<file path="config.mk">
export PLATFORM = sky130hd
export DESIGN_NAME = down_counter
export DESIGN_NICKNAME = d
export VERILOG_FILES = /design/src/rtl/down_counter.sv
export SDC_FILE = /design/constraint.sdc
export NUM_CORES = 1
export LEC_CHECK = 0
export CAP_MARGIN = 20
export CORE_MARGIN = 2
export CORE_UTILIZATION = 25
export DETAILED_ROUTE_END_ITERATION = 6
export PLACE_DENSITY = 0.45
export REMOVE_ABC_BUFFERS = 1
export SLEW_MARGIN = 20
export SYNTH_ARGS = -nofsm -noshare
export SYNTH_HDL_FRONTEND = slang
export SYNTH_SLANG_ARGS = --single-unit
</file>
<file path="constraint.sdc">
create_clock -name clock -period 4.1 [get_ports clock]
set_input_delay 0.615 -clock clock [delete_from_list [all_inputs] [get_ports clock]]
set_output_delay 0.615 -clock clock [all_outputs]
set_load 0.03 [all_outputs]
</file>
<file path="src/rtl/down_counter.sv">
// Prescaled, loadable down-counter/timer with start/busy/done handshake and optional auto-reload.
// Latency: done is high in the cycle after edge E0+(P+1)*L, where E0 is the accepting start edge.
// Backpressure: none; start is sampled only in IDLE, stop aborts RUN, and all outputs are registered.
module down_counter #(
  parameter int WIDTH           = 5,
  parameter int PRESCALER_WIDTH = 32
) (
  input  logic                       clock,
  input  logic                       reset,
  input  logic [PRESCALER_WIDTH-1:0] prescaler,
  input  logic [WIDTH-1:0]           load_value,
  input  logic                       start,
  input  logic                       stop,
  input  logic                       auto_reload,
  output logic [WIDTH-1:0]           counter_out,
  output logic                       busy,
  output logic                       done
);

  typedef enum logic {IDLE, RUN} state_t;

  state_t                     state, state_nxt;
  logic [WIDTH-1:0]           count, count_nxt;
  logic [WIDTH-1:0]           l_lat, l_lat_nxt;
  logic [PRESCALER_WIDTH-1:0] pc, pc_nxt;
  logic [PRESCALER_WIDTH-1:0] p_lat, p_lat_nxt;
  logic                       done_r, done_nxt;

  // State register: every piece of timer state, cleared asynchronously.
  always_ff @(posedge clock or posedge reset) begin
    if (reset) begin
      state  <= IDLE;
      count  <= '0;
      l_lat  <= '0;
      pc     <= '0;
      p_lat  <= '0;
      done_r <= 1'b0;
    end else begin
      state  <= state_nxt;
      count  <= count_nxt;
      l_lat  <= l_lat_nxt;
      pc     <= pc_nxt;
      p_lat  <= p_lat_nxt;
      done_r <= done_nxt;
    end
  end

  // Next-state logic: arm on start in IDLE; in RUN, stop beats a tick, and the
  // prescale counter wraps by equality so even an all-ones divide never overflows.
  always_comb begin
    state_nxt = state;
    count_nxt = count;
    l_lat_nxt = l_lat;
    pc_nxt    = pc;
    p_lat_nxt = p_lat;
    done_nxt  = 1'b0;
    case (state)
      IDLE: begin
        if (start) begin
          if (load_value != '0) begin
            p_lat_nxt = prescaler;
            l_lat_nxt = load_value;
            count_nxt = load_value;
            pc_nxt    = '0;
            state_nxt = RUN;
          end else begin
            // A zero-length timer completes at once without ever going busy.
            count_nxt = '0;
            done_nxt  = 1'b1;
          end
        end
      end
      RUN: begin
        if (stop) begin
          // Abort freezes the visible count so software can read where it stopped.
          state_nxt = IDLE;
          pc_nxt    = '0;
        end else if (pc == p_lat) begin
          pc_nxt = '0;
          if (count > WIDTH'(1)) begin
            count_nxt = count - WIDTH'(1);
          end else if (count == WIDTH'(1)) begin
            done_nxt = 1'b1;
            if (auto_reload) begin
              count_nxt = l_lat;
            end else begin
              count_nxt = '0;
              state_nxt = IDLE;
            end
          end else begin
            // Unreachable in normal operation; never step below zero.
            state_nxt = IDLE;
          end
        end else begin
          pc_nxt = pc + PRESCALER_WIDTH'(1);
        end
      end
      default: state_nxt = IDLE;
    endcase
  end

  assign counter_out = count;
  assign busy        = (state == RUN);
  assign done        = done_r;

endmodule

</file>
==> Word-level counts from Yosys, hierarchy flattened <==
Cells that the tools add are included.
{ "word_totals": {"register_bits": 76, "in_bits": 42, "out_inout_bits": 7, "elab_cells": 49} }
{ "classes": {"addsub": 2, "n_lt_le_gt_ge": 1, "n_eq_ne": 7, "n_mux": 28, "n_bitwise": 1, "reduce_logical": 4} }
{ "op_table": {"columns": ["operator", "count"], "rows": [
  ["2-to-1 mux 32 bit", 4],
  ["case mux 32 bit (2 select lines)", 1],
  ["2-to-1 mux 5 bit", 7],
  ["adder 32 x 1 -> 32 bit (second input constant)", 1],
  ["== test 32 bit", 1],
  ["2-to-1 mux 1 bit", 13],
  ["case mux 5 bit (2 select lines)", 1],
  ["!= test 2 bit (second input constant)", 3],
  ["== test 5 x 1 -> 1 bit (second input constant)", 1],
  ["greater-than comparator 5 x 1 -> 1 bit (second input constant)", 1],
  ["nonzero test 5 bit", 1],
  ["subtractor 5 x 1 -> 5 bit (second input constant)", 1],
  ["case mux 1 bit (2 select lines)", 2],
  ["AND reduction 4 bit", 1],
  ["!= test 3 x 1 -> 1 bit (second input constant)", 1],
  ["AND reduction 3 bit", 1],
  ["!= test 2 x 1 -> 1 bit (second input constant)", 1],
  ["AND reduction 2 bit", 1],
  ["NOT 1 bit", 1]
]} }

==> Longest topological paths before layout <==
{ "logic_depth": {"depth_word": 6, "depth_mapped": 8, "ltp_nobuf": 8} }

==> Least setup slack after synthesis <==
Ideal clock, no wire load.
{ "synth_timing": {"path_kind": "in2reg", "from": "in load_value[4]", "to": "reg p_lat[10]", "setup_ns": 0.125, "arrival_time_ns": 1.871, "t_required_ns": 3.975, "slack_ns": 2.104, "stages": 6, "path_buffers": 2, "cell_sequence": "nor3_1 > nand2_1 > nand2_1 > buf_2 > buf_1 > mux2_2"} }
{ "synth_via": {"elab_chain_len": 2} }
{ "synth_lines": {"columns": ["element", "line", "rtl"], "rows": [
  ["start, declared", "11", "input logic [WIDTH-1:0] load_value,"],
  ["nonzero test 5 bit", "60", "if (load_value != '0) begin"],
  ["AND reduction 3 bit (no source line)", null, null],
  ["end signal, assigned", "43", "p_lat <= p_lat_nxt;"],
  ["end, declared", "26", "logic [PRESCALER_WIDTH-1:0] p_lat, p_lat_nxt;"]
]} }
Every way passes these cells.
A chain may end at the register's enable or synchronous reset.

==> Worst setup path in the final report <==
{ "layout_timing": {"from": "reg pc[1]", "to": "reg pc[11]"} }
{ "layout_via": {"elab_chain_len": 4, "word_cells_on_any_way": 5, "cone_classes": "1 x add/sub; 1 x eq/ne; 3 x mux"} }
{ "layout_lines": {"columns": ["element", "line", "rtl"], "rows": [
  ["start, declared", "25", "logic [PRESCALER_WIDTH-1:0] pc, pc_nxt;"],
  ["start signal, assigned", "42", "pc <= pc_nxt;"],
  ["adder 32 x 1 -> 32 bit / == test 32 bit (equally long branches)", "95, 78", null],
  ["2-to-1 mux 32 bit (*)", "78", "end else if (pc == p_lat) begin"],
  ["2-to-1 mux 32 bit (*)", "74", "if (stop) begin"],
  ["case mux 32 bit (2 select lines) (*)", "57", "case (state)"]
]} }
Mark *: on every way between the ends. The rest lies on a longest branch, timed or not.

==> run_results.csv <==
group,metric,value,unit
routing,drc_errors,0,
layout,area_growth,23.5,%
worst_setup_path,critPathMaxStageDelay,0.52,ns
grt,grt_first_pass_wirelength,17200,um
clock_network,cts-htree-levels,3,
floorplanning,core_area,16000,um2
pwr,powerDensity,519,nW/um2
grt,globalRouteTotalUtil,12.4,%
worst_setup_path,crit_slowest_cell,"nand2_1",
yosys,ys_types,53,
yosys,yosys_warnings,0,
worst_hold_path,hp-class,"reg -> reg",
pwr,p_seq_share,42.7,%
clock_network,cts_tree,"done",
pwr,p_int,1.78,mW
job,drv_cap,0,
timing,setup_viol,0,
grt,first_global_vias,3186,
routing,ant_nets,0,
clock_network,root_buffer,"clkbuf_16",
place,io_buffer_count,48,
clock_network,insertion_delay,0.33,ns
layout,layout-drive-gt1-share,15.9,%
floorplanning,io_pins,49,
timing,min_period,2.53,ns
timing,rsz0062_at_grt,"no",
worst_setup_path,crit_chain,"xnor2_1 -> nand4_1 -> nor4_4 -> nand2_4 -> nand2_1 -> o311ai_0",
clock_network,post_cts_buffers,0,
clock_network,clk_pin_slew,0.06,ns
worst_setup_path,path_buf_inv,0,
layout,final_core_util,31.8,%
worst_setup_path,worst-path-max-fanout,14,
layout,num-nets-final,487,
worst_setup_path,rrSetupSlack,1.57,ns
yosys,ys_ff_latch,76,
clock_network,ctsResizeCount,0,
place,dp_hpwl,7360,um
timing,final.period_utilization,61.7,%
floorplanning,die_h,132,um
place,pre_cts_slack,1.29,ns
run_status,status,"finished, final reports clean",
yosys,synth_edf_count,0,
pwr,leakage,2.07,nW
timing,drv_slew,0,
floorplanning,start_util,25.7,%
worst_setup_path,worstPathArrival,2.70,ns
timing,layout_setup_ws,1.57,ns
pwr,vdd_drop_max,0.190,mV
yosys,ys.flop_type,"dfrtp_1",
timing,whs,0.494,ns
clock_network,cts_made_buffers,9,
floorplanning,chipWidth,132,um
pwr,switching_share,32.6,%
routing,drtIter0Drc,245,
pwr,switchingPower,0.862,mW
layout,n_fill_cell,1692,
timing,worst_slew_pin_slew,0.727,ns
routing,routed_wl,10400,um
routing,via_count,3184,
yosys,synth.avg_cell_area,10.3,um2
yosys,synth_area,4120,um2
timing,fmax,395,MHz
timing,hold_violations,0,
routing,routedWlPerCell,15.6,um
clock_network,cts_num_sinks,76,
grt,antenna_found_initial,0,
timing,fin_skew,0.00559,ns
pwr,share_comb_of_total_power,30.1,%
worst_setup_path,crit_path_end_kind,"flop",
floorplanning,rows,46,
worst_setup_path,path_class,"reg -> reg",
pwr,p_clk_share,27.2,%
layout,antenna_cells,0,
pwr,finalPower,2.64,mW
timing,tns,0,ns
routing,via_per_inst,4.80,
grt,grt_max_degree,47,
worst_setup_path,crit_family,"simple AND/OR/NAND/NOR gates",
place,place.gp.congestion,0.803,
clock_network,cts_buffer_depth,2,
floorplanning,dieArea,17500,um2
yosys,syn_inst,398,
routing,dr.pass1.iters,5,
worst_setup_path,cp.required,4.27,ns
yosys,yosysSeqAreaShare,46.2,%
timing,relSlewSlack,51.4,%
clock_network,hold_buffers,0,
worst_setup_path,startpoint_type,"flop",
grt,overflow,0,
yosys,async_flop_share,100,%
state kept, by name, summed over array words and instances (netlist names):
register     flops
counter_out      5
busy             1
done             1
p_lat           32
pc              32
l_lat            5
layout by cell type (no fill, tap or decap), types with 4 or more instances in the layout:
master,instances
a31oi_1,6
buf_4,5
nand3_1,29
clkinv_2,4
inv_1,8
nor3_1,6
dfrtp_1,76
nand4_1,16
o21ai_0,9
nand2_1,49
xnor2_1,32
nor4_4,4
o311ai_0,11
clkdlybuf4s50_1,48
mux2_2,32
nor2_1,20
a21o_1,6
clkbuf_16,9
a21oi_1,11
a22o_1,10
tightest hold or removal path, stage by stage, from the launching register on:
cell     delay (ns)
dfrtp_1        0.35
nand2_1        0.05
nand2_1        0.06
stage by stage:
step / cells / cell area [um2]
after floorplan: 377 / 4010
after global placement: 647 / 4820
after detailed placement: 647 / 4820
after CTS: 663 / 5090
after global routing: 663 / 5090
final: 663 / 5090
per-layer routing:
metal	routed length [um]	track usage (%)
met5	0	0
met4	112	3.82
met3	352	2.58
met2	4840	19.2
met1	5050	17.3
cell usage after synthesis (3+ instances only):
library cell	n	area share (%)
o311ai_0	11	2.3
a22o_1	10	2.1
nor2_1	20	1.8
buf_2	8	0.97
nand4_1	16	2.4
clkbuf_1	7	0.64
mux2_2	32	8.7
o211ai_1	3	0.55
a31oi_1	6	0.91
xnor2_1	32	6.8
nor3_1	6	0.73
dfrtp_1	76	46
a21oi_1	12	1.5
nand3b_1	3	0.55
a221o_1	3	0.73
nand3_1	29	3.5
o21ai_0	9	1.1
a21o_1	6	1.1
or2_2	3	0.46
mux2i_1	3	0.73
buf_6	3	0.82
ha_1	3	0.91
inv_1	9	0.82
nor4_4	4	2.1
nand2_1	49	4.5
path summary, 6_finish.rpt:
check,start,to,cells past startpoint
max reg2reg,pc[1]$_DFFE_PP0P_,pc[11]$_DFFE_PP0P_,6
min reg2reg,l_lat[2]$_DFFE_PP0P_,l_lat[2]$_DFFE_PP0P_,2
min,l_lat[2]$_DFFE_PP0P_,l_lat[2]$_DFFE_PP0P_,2
max,pc[1]$_DFFE_PP0P_,pc[11]$_DFFE_PP0P_,6
max in group asynchronous,reset,p_lat[13]$_DFFE_PP0P_,3
min in group asynchronous,reset,p_lat[2]$_DFFE_PP0P_,2
final cells by class:
class                      count  area [um2]  share of cell area (%)
multi-input combinational    292        2070                    40.8
sequential                    76        1900                    37.4
timing repair buffer          54         538                    10.6
tap                          216         270                    5.31
clock buffer                  11         243                    4.77
inverter                       9        33.8                   0.664
clock inverter                 5        27.5                   0.541
power by group through the flow:
stage	Clock [mW]	Combinational (mW)	Sequential (mW)
6_report	0.718	0.795	1.13
5_1_grt	0.785	0.875	1.16
4_1_cts	0.750	0.802	1.13
3_5_place_dp	0	0.798	1.14
3_3_place_gp	0	0.794	1.14
2_1_floorplan	0	0.515	1.14
logic make-up after synthesis:
logic type,synth area share (%)
simple gates,19.4
mux,9.48
xor+xnor,7.41
flops,46.2
compound gates,13.1
buf+inv,3.55
fa+ha+maj,0.911
No activity file was read; power rests on OpenSTA's default activity.
